==> src/rtl/busca_instrucao_pkg.sv <==
// Shared definitions for the unicycle MIPS fetch stage: opcodes, fetch FSM states, reset PC.
package pkg_mips;

  localparam int unsigned WORD_W = 32;
  localparam int unsigned OP_W   = 6;

  localparam logic [OP_W-1:0] OP_RTYPE = 6'b000000;
  localparam logic [OP_W-1:0] OP_J     = 6'b000010;
  localparam logic [OP_W-1:0] OP_BEQ   = 6'b000100;
  localparam logic [OP_W-1:0] OP_LW    = 6'b100011;
  localparam logic [OP_W-1:0] OP_SW    = 6'b101011;
  localparam logic [OP_W-1:0] OP_ADDI  = 6'b001000;

  localparam logic [WORD_W-1:0] RESET_PC_PADRAO = 32'h0000_0000;

  typedef enum logic {
    FETCH = 1'b0,
    EXEC  = 1'b1
  } estado_t;

endpackage

==> src/rtl/busca_instrucao_calc_prox_pc.sv <==
// Next-PC computation: sequential, beq-taken or j target (jump has priority).
module calc_prox_pc
  import pkg_mips::*;
(
  input  logic [WORD_W-1:0] PC,
  input  logic [WORD_W-1:0] Instr,
  input  logic              Branch,
  input  logic              Zero,
  input  logic              Jump,
  output logic [WORD_W-1:0] PCmais4,
  output logic [WORD_W-1:0] PC_next
);

  logic [WORD_W-1:0] desloc;
  logic              unused_op;

  // Sign-extend the 16-bit offset to 32 bits, then scale to bytes.
  assign desloc    = {{14{Instr[15]}}, Instr[15:0], 2'b00};
  assign unused_op = ^Instr[31:26];
  assign PCmais4   = PC + 32'd4;

  always_comb begin
    PC_next = PCmais4;
    if (Jump) begin
      PC_next = {PCmais4[31:28], Instr[25:0], 2'b00};
    end else if (Branch && Zero) begin
      PC_next = PCmais4 + desloc;
    end
  end

endmodule

==> src/rtl/busca_instrucao.sv <==
// Instruction-fetch stage: owns PC, fetches one word at a time from variable-latency memory
// and holds it in the instruction register until the datapath retires it.
module busca_instrucao
  import pkg_mips::*;
#(
  parameter logic [31:0] RESET_PC = RESET_PC_PADRAO,
  parameter int unsigned CONT_W   = 32
) (
  input  logic              clk,
  input  logic              reset,
  output logic              imem_req,
  output logic [31:0]       imem_addr,
  input  logic [31:0]       imem_rdata,
  input  logic              imem_ready,
  output logic [31:0]       Instr,
  output logic [5:0]        Op,
  output logic              InstrValida,
  output logic [31:0]       PC,
  output logic [31:0]       PCmais4,
  input  logic              Branch,
  input  logic              Zero,
  input  logic              Jump,
  input  logic              Avanca,
  output logic [CONT_W-1:0] ContInstr
);

  if (RESET_PC[1:0] != 2'b00) begin : g_chk_reset_pc
    $error("busca_instrucao: RESET_PC must be word aligned");
  end

  estado_t     estado, estado_prox;
  logic        req_prox;
  logic        carrega_instr;
  logic        retira;
  logic [31:0] pc_next;

  calc_prox_pc u_calc_prox_pc (
    .PC      (PC),
    .Instr   (Instr),
    .Branch  (Branch),
    .Zero    (Zero),
    .Jump    (Jump),
    .PCmais4 (PCmais4),
    .PC_next (pc_next)
  );

  always_ff @(posedge clk or posedge reset) begin
    if (reset) begin
      estado <= FETCH;
    end else begin
      estado <= estado_prox;
    end
  end

  always_comb begin
    estado_prox = estado;
    case (estado)
      FETCH: if (imem_req && imem_ready) estado_prox = EXEC;
      EXEC:  if (Avanca) estado_prox = FETCH;
    endcase
  end

  // Request is held low during reset and rises one edge later, so a response in flight is dropped.
  always_comb begin
    carrega_instr = 1'b0;
    retira        = 1'b0;
    req_prox      = imem_req;
    case (estado)
      FETCH: begin
        carrega_instr = imem_req && imem_ready;
        req_prox      = !carrega_instr;
      end
      EXEC: begin
        retira   = Avanca;
        req_prox = Avanca;
      end
    endcase
  end

  always_ff @(posedge clk or posedge reset) begin
    if (reset) begin
      imem_req  <= 1'b0;
      PC        <= RESET_PC;
      Instr     <= '0;
      ContInstr <= '0;
    end else begin
      imem_req <= req_prox;
      if (carrega_instr) begin
        Instr <= imem_rdata;
      end
      if (retira) begin
        PC        <= pc_next;
        ContInstr <= ContInstr + CONT_W'(1);
      end
    end
  end

  assign imem_addr   = PC;
  assign Op          = Instr[31:26];
  assign InstrValida = (estado == EXEC);

endmodule

==> config.mk <==
export PLATFORM = sky130hd
export DESIGN_NAME = busca_instrucao
export DESIGN_NICKNAME = d
export VERILOG_FILES = /design/src/rtl/busca_instrucao_pkg.sv /design/src/rtl/busca_instrucao_calc_prox_pc.sv /design/src/rtl/busca_instrucao.sv
export SDC_FILE = /design/constraint.sdc
export NUM_CORES = 1
export LEC_CHECK = 0
export BUFFER_PORTS_ARGS = -buffer_cell sky130_fd_sc_hd__buf_2
export CAP_MARGIN = 5
export CELL_PAD_IN_SITES_DETAIL_PLACEMENT = 1
export CELL_PAD_IN_SITES_GLOBAL_PLACEMENT = 2
export CORE_ASPECT_RATIO = 1.5
export CORE_MARGIN = 2
export CORE_UTILIZATION = 28
export CTS_BUF_LIST = sky130_fd_sc_hd__clkbuf_16
export DETAILED_ROUTE_END_ITERATION = 7
export PLACE_DENSITY_LB_ADDON = 0.1
export SETUP_SLACK_MARGIN = 0.05
export SYNTH_ARGS = -nofsm -noshare
export SYNTH_HDL_FRONTEND = slang
export SYNTH_SLANG_ARGS = --single-unit
export TNS_END_PERCENT = 10
==> constraint.sdc <==
create_clock -name clk -period 2.9 [get_ports clk]
set_input_delay 0.29 -clock clk [delete_from_list [all_inputs] [get_ports clk]]
set_output_delay 0.29 -clock clk [all_outputs]
set_load 0.05 [all_outputs]
==> results of run 1 <==
area by class of cell:
class,instances,area (sq um),share of cell area (%)
clock buffer,9,225,2.14
tap,324,405,3.84
timing repair buffer,393,2510,23.8
antenna,2,5.00,0.0474
clock inverter,7,60.1,0.569
sequential,96,2430,23.0
multi-input combinational,580,4830,45.8
inverter,22,85.1,0.807
Yosys cell counts, types with 3 or more instances:
cell	n	share of area, %
nand2_1	74	4.1
clkbuf_1	16	0.88
and3_1	11	1.0
nand4_1	21	1.9
inv_1	21	1.2
a31oi_1	5	0.46
a21o_1	11	1.2
xor2_1	21	2.7
o21bai_1	4	0.44
buf_4	43	4.7
o22ai_1	6	0.55
buf_2	5	0.37
buf_1	3	0.16
a221oi_1	3	0.38
a21oi_1	50	3.7
ha_1	37	6.8
a21boi_0	5	0.55
nor3_1	16	1.2
dfrtp_1	96	35
nor2_1	56	3.1
o21a_1	3	0.33
nand3_1	32	2.3
and2_1	5	0.46
o21ai_0	49	3.6
and4_1	3	0.38
o21ai_1	4	0.29
nor2b_1	4	0.37
a21oi_2	3	0.38
xnor2_1	56	7.2
mux2_2	34	5.6
a211oi_1	9	0.99
o221ai_1	3	0.38
nand2b_1	3	0.27
layer usage:
metal | GRT usage (%) | wire [um] | vias up
li1 | - | - | 3346
met1 | 23.9 | 10700 | 3576
met2 | 44.8 | 16400 | 166
met3 | 3.71 | 1010 | 57
met4 | 10.5 | 1220 | 0
met5 | 0 | 0 | -
sequential cells by signal (all words and copies together), names as in the netlist:
name / cells
ContInstr: 32
Instr: 32
InstrValida: 1
PC: 30
imem_req: 1
through the flow:
stage | instance area, sq um | worst slack (ns) | instances | utilization [%]
2_1_floorplan | 7350 | -0.813 | 766 | -
3_3_place_gp | 9710 | -0.564 | 1402 | 40.2
3_5_place_dp | 9710 | -0.576 | 1402 | 40.2
4_1_cts | 10300 | -0.527 | 1425 | 42.7
5_1_grt | 10500 | -0.606 | 1431 | 43.6
6_report | 10500 | -0.450 | 1433 | 43.6
kinds of logic after synthesis:
family,Yosys count,synth area share (%)
AO/OA/AOI/OAI,180,16.6
other,1,0.0549
adder cells (fa/ha/maj),38,7.07
XOR/XNOR,78,10.1
flip-flops,96,35.2
buffers and inverters,90,7.42
multiplexers,36,5.90
AND/OR/NAND/NOR,242,17.7
timing repair:
item	4_1_cts	5_1_grt
hold endpoints to repair	0	0
gates resized for setup	59	48
gates cloned	0	0
pin swaps	15	29
buffers inserted	7	6
setup endpoints to repair	27	28
path summary, 6_finish.rpt:
check / endpoint / slack [ns] / depth (start not counted)
max: PC[31] / -0.45 / 16
min: ContInstr[1] / -0.01 / 2
max reg2reg: PC[31] / -0.45 / 16
min reg2reg: ContInstr[27] / 0.49 / 1
max in group asynchronous: PC[13] / 2.25 / 3
min in group clk: Instr[24] / 0.15 / 2
critical path, cell delays in order (launching register included):
cell	delay (ns)
dfrtp_2	0.39
buf_6	0.10
nand4_1	0.16
nor4_4	0.30
buf_6	0.20
buf_6	0.11
nand4_1	0.19
xnor2_4	0.26
ha_4	0.22
a21o_1	0.18
a211oi_2	0.26
nor2_1	0.08
o31a_1	0.27
a41oi_2	0.17
mux2i_1	0.12
xnor2_1	0.16
o21ai_1	0.07
==> out/metrics.sh, run 1 <==
OUTCOME='complete, but fails checks'
VIOLATIONS='negative hold slack, negative setup slack'
FIN_SETUP_TNS_NS=-4.76
MOSTFREQUENTLAYOUTCELL='buf_2'
DRT_ITER0_DRC=166
CRITICAL_REGISTER_TO_REGISTER_PATH_STARTPOINT='PC[11]'
WORST_SETUP_HOLD_PATH_CLK_SLEW_NS=0.08
GRT.OVERFLOW.TOTAL=0
MAX_CAP_VIOLATIONS=0
POSTSYNTHCELLCOUNT=761
DRT-PASS1-ITER-COUNT=6
GRT_MAX_DEGREE=45
PORT-BUFFER-COUNT=200
CRIT_PATH_MAX_FANOUT=4
YOSYS.CELL_TYPES.COUNT=73
FINAL_NET_COUNT=1179
DIE_W_UM=132
INITIAL_CORE_UTIL_PCT=28.3
NUMBER_OF_FLOPS_MAPPED_TO_ENABLE_CELLS_BY_YOSYS=0
PLACEMENT_ROWS=70
GRT_PASS1_VIAS=8074
TRACK_USAGE_PCT=23.0
DRC=0
SYNTH_SEQUENTIAL_AREA_RATIO_PCT=35.2
CP.ARRIVAL_NS=3.61
TIMING.FINAL.CRIT_PERIOD_NS=3.35
FINAL_HOLD_VIOL_COUNT=12
REQUIRED_NS=3.16
FP.DIEAREA_SQ_UM=25700
FINAL.FILL_COUNT=2919
POST_CTS_HOLD_BUFFER_COUNT=0
CTS_SINKS=96
TIMING_WORST_SETUP_PATH_TYPE='register to register'
GRT_ANTENNA_BEFORE_REPAIR=2
SLEW_HEADROOM_PCT=26.3
START_KIND='register'
CLOCK_TREE.BUFFER_DEPTH=2
TRITONCTS.NUM_BUFFERS=9
LAYOUT_SETUP_WS_NS=-0.450
TRITONCTS='done'
DPL.HPWL_MM=23.1
FINAL.SETUP_SKEW_NS=0.0125
CRIT_PATH_END_KIND='register'
SYNTH-SEQ-CELLS=96
DIE_HEIGHT_UM=195
AREA.GROWTH.SYNTH_TO_FINAL_PCT=54.4
CTS-ROOT-BUF='clkbuf_16'
VIAS=7145
MAX_FREQ_MHz=299
SYNTH-ASYNC-RESET-RATIO_PCT=100
VIA_PER_INST=4.99
DETAIL-ROUTE-ANTENNA-NETS=0
YOSYS_MOST_USED_DFF='dfrtp_1'
NUMBER_OF_SYNTHESIS_WARNINGS=0
WORSTSKEWPAIRLATENCY_NS=0.37
WL_MM=29.3
GRT_SETUP_UNREPAIRED='true'
WORST_SETUP_PATH_STARTPOINT='PC[11]'
FIRST_PASS_GRT_WIRE_LENGTH_MM=45.7
FINAL-MAX-SLEW-VIOLATION-COUNT=0
WORST-SLEW-PIN-TRANSITION_NS=1.10
CORE_AREA_SQ_UM=24200
AVGSYNTHCELLAREA_SQ_UM=8.98
BOUNDARYPINS=207
SETUP_VIOL=16
FINAL.PERIOD_UTILIZATION_PCT=116
WL_PER_CELL_UM=20.5
PLACE_CONGESTION=0.863
CTSHTREEMAXLEVEL=3
POST_ROUTE_CELLS_DRIVE_ABOVE_1_SHARE_PCT=52.5
HOLD_CLASS='input port to asynchronous set/reset pin'
SYN_AREA_SQ_UM=6830
LAYOUT.CELLS.MOST_COMMON_LIST='buf_2 (194), buf_4 (189), dfrtp_1 (73), nand2_1 (69), nor2_1 (50)'
FIN_HOLD_WS_NS=-0.0111
Power of run 1 is left out: the tool's default activity adds up to more than one toggle a clock period on the data nets, which glitch-free logic cannot reach.
==> inputs of run 2 (changes only) <==
- CORE_ASPECT_RATIO: 1.5 -> 1.1
==> run 2 against run 1 <==
Against the previous run:
- fmax decreased by 2.6%
- clock-buffer cell count is the same
- the run ends with negative setup slack left
- die area about the same
- register-to-register slack worse by 0.09 ns
- critical endpoint is now PC[25]
- setup slack worse by 0.088 ns
- routed wire length shrank 2.5%
- largest cell class unchanged
==> out/metrics.sh, run 2 (synthesized netlist as in run 1, its figures left out) <==
OUTCOME='complete, but fails checks'  # unchanged
VIOLATIONS='negative setup slack'  # was negative hold slack, negative setup slack
LAYOUT.CELLS.MOST_COMMON_LIST='buf_2 (197), buf_4 (197), dfrtp_1 (73), nand2_1 (69), nor2_1 (48)'  # was buf_2 (194), buf_4 (189), dfrtp_1 (73), nand2_1 (69), nor2_1 (50)
CRIT_PATH_END_KIND='register'  # unchanged
MAX_FREQ_MHz=291  # was 299 MHz
WORST_SETUP_PATH_STARTPOINT='PC[3]'  # was PC[11]
DETAIL-ROUTE-ANTENNA-NETS=0  # unchanged
WORST_SETUP_HOLD_PATH_CLK_SLEW_NS=0.09  # was 0.08 ns
REG_TOP3='ContInstr (32), Instr (32), PC (30)'  # unchanged
DIE_W_UM=153  # was 132 um
WL_MM=28.6  # was 29.3 mm
CLOCK_TREE.BUFFER_DEPTH=2  # unchanged
FINAL-MAX-SLEW-VIOLATION-COUNT=0  # unchanged
DIE_HEIGHT_UM=168  # was 195 um
POST_CTS_HOLD_BUFFER_COUNT=0  # unchanged
CRITICAL_REGISTER_TO_REGISTER_PATH_STARTPOINT='PC[3]'  # was PC[11]
CELLS_ON_WORST_REG2REG_PATH=16  # unchanged
WORST-SLEW-PIN-TRANSITION_NS=0.946  # was 1.10 ns
PORT-BUFFER-COUNT=200  # unchanged
FINALINSTANCEAREA_SQ_UM=10800  # was 10500 sq um
CP.ARRIVAL_NS=3.66  # was 3.61 ns
FINAL_NET_COUNT=1198  # was 1179
POST_ROUTE_CELLS_DRIVE_ABOVE_1_SHARE_PCT=53.6  # was 52.5%
GRT_PASS1_VIAS=7927  # was 8074
DPL.HPWL_MM=22.1  # was 23.1 mm
SLEW_HEADROOM_PCT=36.9  # was 26.3%
R2R-END='PC[25]'  # was PC[31]
TIMING_WORST_SETUP_PATH_TYPE='register to register'  # unchanged
PLACEMENT_ROWS=59  # was 70
TRACK_USAGE_PCT=21.9  # was 23.0%
CRIT_PATH_MAX_FANOUT=4  # unchanged
FINAL_HOLD_VIOL_COUNT=0  # was 12
TIMING.FINAL.CRIT_PERIOD_NS=3.44  # was 3.35 ns
AREA.GROWTH.SYNTH_TO_FINAL_PCT=57.6  # was 54.4%
DRC=0  # unchanged
DRT_ITER0_DRC=235  # was 166
WORSTSKEWPAIRLATENCY_NS=0.36  # was 0.37 ns
CORE_AREA_SQ_UM=23800  # was 24200 sq um
PLACE_CONGESTION=0.888  # was 0.863
BOUNDARYPINS=207  # unchanged
FINAL.PERIOD_UTILIZATION_PCT=119  # was 116%
DPL_CELL_AREA_SQ_UM=9800  # was 9710 sq um
ENDPOINT='PC[25]'  # was PC[31]
HOLD_CLASS='input port to asynchronous set/reset pin'  # unchanged
INITIAL_CORE_UTIL_PCT=28.7  # was 28.3%
TRITONCTS.NUM_BUFFERS=9  # unchanged
MAX_CAP_VIOLATIONS=0  # unchanged
GRT_SETUP_UNREPAIRED='true'  # unchanged
START_KIND='register'  # unchanged
FIN_CELLS=1432  # was 1433
FIRST_PASS_GRT_WIRE_LENGTH_MM=44.6  # was 45.7 mm
CTS_SINKS=96  # unchanged
SETUP_VIOL=20  # was 16
FINAL.SETUP_SKEW_NS=0.0187  # was 0.0125 ns
GRT_MAX_DEGREE=97  # was 45
WL_PER_CELL_UM=20.0  # was 20.5 um
CTS-ROOT-BUF='clkbuf_16'  # unchanged
REQUIRED_NS=3.12  # was 3.16 ns
TRITONCTS='done'  # unchanged
LAYOUT_SETUP_WS_NS=-0.538  # was -0.450 ns
VIAS=7172  # was 7145
VIA_PER_INST=5.01  # was 4.99
FP.DIEAREA_SQ_UM=25700  # about the same
GRT.OVERFLOW.TOTAL=0  # unchanged
DP.CELLS=1399  # was 1402
GRT_ANTENNA_BEFORE_REPAIR=0  # was 2
CTSHTREEMAXLEVEL=3  # unchanged
SETUP.REG_TO_REG.WORST_SLACK_NS=-0.54  # was -0.45 ns
DRT-PASS1-ITER-COUNT=4  # was 6
## run 2: cell count changes in the layout (fill, tap and decap cells not counted), moves of 3 or more
cell,previous run,this run
buf_4,189,197
buf_6,5,14
clkinv_8,0,4
buf_2,194,197
## run 2: layout make-up
class                      instances  area, sq um
clock buffer                       9          225
sequential                        96         2430
inverter                          22         85.1
multi-input combinational        580         4850
timing repair buffer             412         2690
clock inverter                     7         93.8
fill                            2774        13100
tap                              305          382
antenna                            1         2.50
## run 2: how the worst min path moves through the flow
stage | start | to | slack, ns | cells after the start
after detailed placement | ContInstr[31] | ContInstr[31] | 0.47 | 1
after floorplan | Avanca | InstrValida | 0.42 | 1
after CTS | reset | Instr[31] | 0.09 | 3
final | reset | Instr[31] | 0.04 | 3
after global routing | reset | Instr[31] | 0.1 | 3
after global placement | reset | Instr[5] | 0.45 | 3
## run 2: worst max-delay path: stages (launching register included)
cell and delay [ns]:
dfrtp_2 0.45, ha_4 0.17, and2_2 0.22, buf_4 0.15, nand3_1 0.12, xnor2_2 0.15
ha_4 0.25, a21oi_2 0.18, o22ai_2 0.13, or3_1 0.35, o22a_4 0.23, a21oi_4 0.23
buf_6 0.13, buf_6 0.10, o21bai_1 0.07, xnor2_1 0.24, o22ai_1 0.13
## run 2: stage by stage
step                      setup WS, ns  util [%]  TNS (ns)  hold slack (ns)
after floorplan                 -0.813         -    -15.51            0.416
after global placement          -0.750      41.1     -8.20            0.453
after detailed placement        -0.796      41.1     -9.57            0.469
after CTS                       -0.646      43.5     -7.48           0.0879
after global routing            -0.708      45.1    -10.36           0.0986
final                           -0.538      45.1     -6.94           0.0443
## run 2: layer usage
layer | up-vias | global-route usage (%) | share of wire (%)
met5 | - | 0 | 0
li1 | 3387 | - | -
met1 | 3617 | 28.1 | 44
met2 | 150 | 38.8 | 51
met4 | 0 | 5.11 | 1.2
met3 | 18 | 3.35 | 4.2
## run 2: repair_timing
| action | 4_1_cts | 5_1_grt |
|---|---|---|
| setup endpoints to repair | 29 | 32 |
| pin swaps | 16 | 35 |
| setup buffers | 7 | 9 |
| resized for setup | 46 | 69 |
Power of run 2 is left out for the same reason.
==> inputs of run 3 (changes only) <==
- SKIP_LAST_GASP: default -> 1
==> run 3 against run 2 <==
Against the previous run:
- the flow still finishes with violations (negative setup slack)
- final cell count is 0.21% lower
- fmax decreased by 0.12%
- routed wire length shrank 1.5%
- non-clock buffer count shrank 3
- register-to-register slack hardly changed
- die area stayed put
- critical endpoint unchanged
- highest routed layer unchanged
==> out/metrics.sh, run 3 (synthesized netlist as in run 1, its figures left out) <==
FINALINSTANCEAREA_SQ_UM=10600  # was 10800 sq um
FINAL_HOLD_VIOL_COUNT=0  # unchanged
CRIT_BUF_INV=6  # was 3
TIMING.CRITICAL_PATH.CELLS='nand3_4, buf_6, nor4_4, buf_6, buf_12, nand3_4, xnor2_4, ha_4, buf_4, inv_1, o21bai_1, a21oi_1, o21ai_1, a21oi_4, buf_4, o21bai_1, xnor2_1, o22ai_1'  # was ha_4, and2_2, buf_4, nand3_1, xnor2_2, ha_4, a21oi_2, o22ai_2, or3_1, o22a_4, a21oi_4, buf_6, buf_6, o21bai_1, xnor2_1, o22ai_1
WORST-SLEW-PIN-TRANSITION_NS=0.942  # was 0.946 ns
MOSTFREQUENTLAYOUTCELL='buf_2'
VIAS=7112  # was 7172
GRT_PASS1_VIAS=7868  # was 7927
CLOCK_TREE.BUFFER_DEPTH=2  # unchanged
FINAL.SETUP_SKEW_NS=0.0185  # was 0.0187 ns
POST_ROUTE_CELLS_DRIVE_ABOVE_1_SHARE_PCT=51.5  # was 53.6%
CP.ARRIVAL_NS=3.67  # was 3.66 ns
TIMING_WORST_SETUP_PATH_TYPE='register to register'  # unchanged
GRT.OVERFLOW.TOTAL=0  # unchanged
SETUP_VIOL=24  # was 20
FP.DIEAREA_SQ_UM=25700  # unchanged
GRT_MAX_DEGREE=97  # unchanged
LAYOUT.CELLS.MOST_COMMON_LIST='buf_2 (200), buf_4 (198), dfrtp_1 (73), nand2_1 (70), nor2_1 (48)'  # was buf_2 (197), buf_4 (197), dfrtp_1 (73), nand2_1 (69), nor2_1 (48)
CTS_SINKS=96  # unchanged
FIRST_PASS_GRT_WIRE_LENGTH_MM=44.0  # was 44.6 mm
SLEW_HEADROOM_PCT=37.1  # was 36.9%
DIE_HEIGHT_UM=168  # unchanged
PORT-BUFFER-COUNT=200  # unchanged
DPL_CELL_AREA_SQ_UM=9800  # unchanged
DIE_W_UM=153  # unchanged
WORSTSKEWPAIRLATENCY_NS=0.36  # about the same
POST_CTS_HOLD_BUFFER_COUNT=0  # unchanged
DRT_ITER0_DRC=215  # was 235
REG_TOP3='ContInstr (32), Instr (32), PC (30)'  # unchanged
INITIAL_CORE_UTIL_PCT=28.7  # unchanged
CRIT_PATH_END_KIND='register'  # unchanged
AREA.GROWTH.SYNTH_TO_FINAL_PCT=54.7  # was 57.6%
WL_MM=28.2  # was 28.6 mm
GRT_SETUP_UNREPAIRED='true'  # unchanged
OUTCOME='complete, but fails checks'  # unchanged
TRITONCTS.NUM_BUFFERS=9  # unchanged
PLACEMENT_ROWS=59  # unchanged
VIOLATIONS='negative setup slack'  # unchanged
DRC=0  # unchanged
HOLD_CLASS='input port to asynchronous set/reset pin'  # unchanged
FINAL_NET_COUNT=1195  # was 1198
MAX_CAP_VIOLATIONS=0  # unchanged
CRITPATHTOPFAMILY='compound AO/OA/AOI/OAI gates'  # unchanged
TIMING.FINAL.CRIT_PERIOD_NS=3.44  # about the same
WORST_SETUP_HOLD_PATH_CLK_SLEW_NS=0.09  # about the same
PLACE_CONGESTION=0.888  # unchanged
SLOWEST_DELAY_NS=0.43  # was 0.45 ns
FINAL.PERIOD_UTILIZATION_PCT=119  # about the same
START_KIND='register'  # unchanged
GRT_ANTENNA_BEFORE_REPAIR=0  # unchanged
CORE_AREA_SQ_UM=23800  # unchanged
DPL.HPWL_MM=22.1  # unchanged
TRACK_USAGE_PCT=21.6  # was 21.9%
MAX_FREQ_MHz=290  # was 291 MHz
WL_PER_CELL_UM=19.7  # was 20.0 um
FINAL-MAX-SLEW-VIOLATION-COUNT=0  # unchanged
CTS-ROOT-BUF='clkbuf_16'  # unchanged
CTSHTREEMAXLEVEL=3  # unchanged
REQUIRED_NS=3.12  # about the same
BOUNDARYPINS=207  # unchanged
DETAIL-ROUTE-ANTENNA-NETS=0  # unchanged
CRIT_PATH_MAX_FANOUT=5  # was 4
LAYOUT_SETUP_WS_NS=-0.543  # was -0.538 ns
TRITONCTS='done'  # unchanged
DRT-PASS1-ITER-COUNT=4  # unchanged
FINAL.FILL_COUNT=2797  # was 2774
VIA_PER_INST=4.98  # was 5.01
REGAREA_SQ_UM=2430  # unchanged
MULTI_INPUT_AREA_SQ_UM=4710  # was 4850 sq um
CPMAXSTAGEDELAYCELL='dfrtp_2'  # unchanged
-- run 3: cell count changes in the layout (fill, tap and decap cells not counted), moves of 2 or more --
cell	delta
o22ai_2	-3
o21ai_1	-10
o22ai_1	+3
xnor2_4	-2
a21oi_2	-6
o21ai_2	-3
o21ai_0	+13
xnor2_1	+2
buf_2	+3
buf_6	-6
ha_1	+2
a21oi_1	+7
-- run 3: cell type report --
cell class,count,area share (%)
multi-input cells,580,44.6
flip-flops and latches,96,23.0
clock buffers,9,2.13
clock inverters,7,0.888
repair buffers,409,25.0
diodes,1,0.0237
inverters,22,0.805
well taps,305,3.61
-- run 3: worst paths after layout --
kind,cells past startpoint,slack (ns),from,endpoint
hold / removal,3,0.05,reset,Instr[31]
hold reg to reg,1,0.48,ContInstr[31],ContInstr[31]
min in group clk,2,0.15,imem_rdata[7],Instr[7]
setup / recovery,18,-0.54,PC[2],PC[25]
setup reg to reg,18,-0.54,PC[2],PC[25]
max in group asynchronous,3,2.38,reset,PC[23]
-- run 3: repair_timing --
action | in CTS | in global routing
setup endpoints to repair | 29 | 31
gates resized for setup | 15 | 55
setup buffers | 7 | 6
pin swaps | 14 | 35
-- run 3: worst min-delay path: cells and delay by family --
kind                   cells  cell delay, ns
buffers and inverters      3            0.58
-- run 3: metrics by stage --
stage	TNS (ns)	utilization (%)	setup slack, ns	hold WS (ns)	instances
floorplan	-15.51	-	-0.813	0.416	766
global placement	-8.20	41.1	-0.750	0.453	1399
detailed placement	-9.57	41.1	-0.796	0.469	1399
CTS	-9.72	43.0	-0.646	0.0879	1422
global route	-12.11	44.3	-0.730	0.0993	1428
finish	-7.77	44.3	-0.543	0.0470	1429
-- run 3: layer usage --
layer / vias to the layer above / GRT usage (%) / part of all wire, %
met3: 14 / 3.32 / 4.4
met1: 3577 / 27.9 / 44
met4: 0 / 4.39 / 1.0
met5: - / 0 / 0
met2: 137 / 38.4 / 51
li1: 3384 / - / -
Power of run 3 is left out for the same reason.
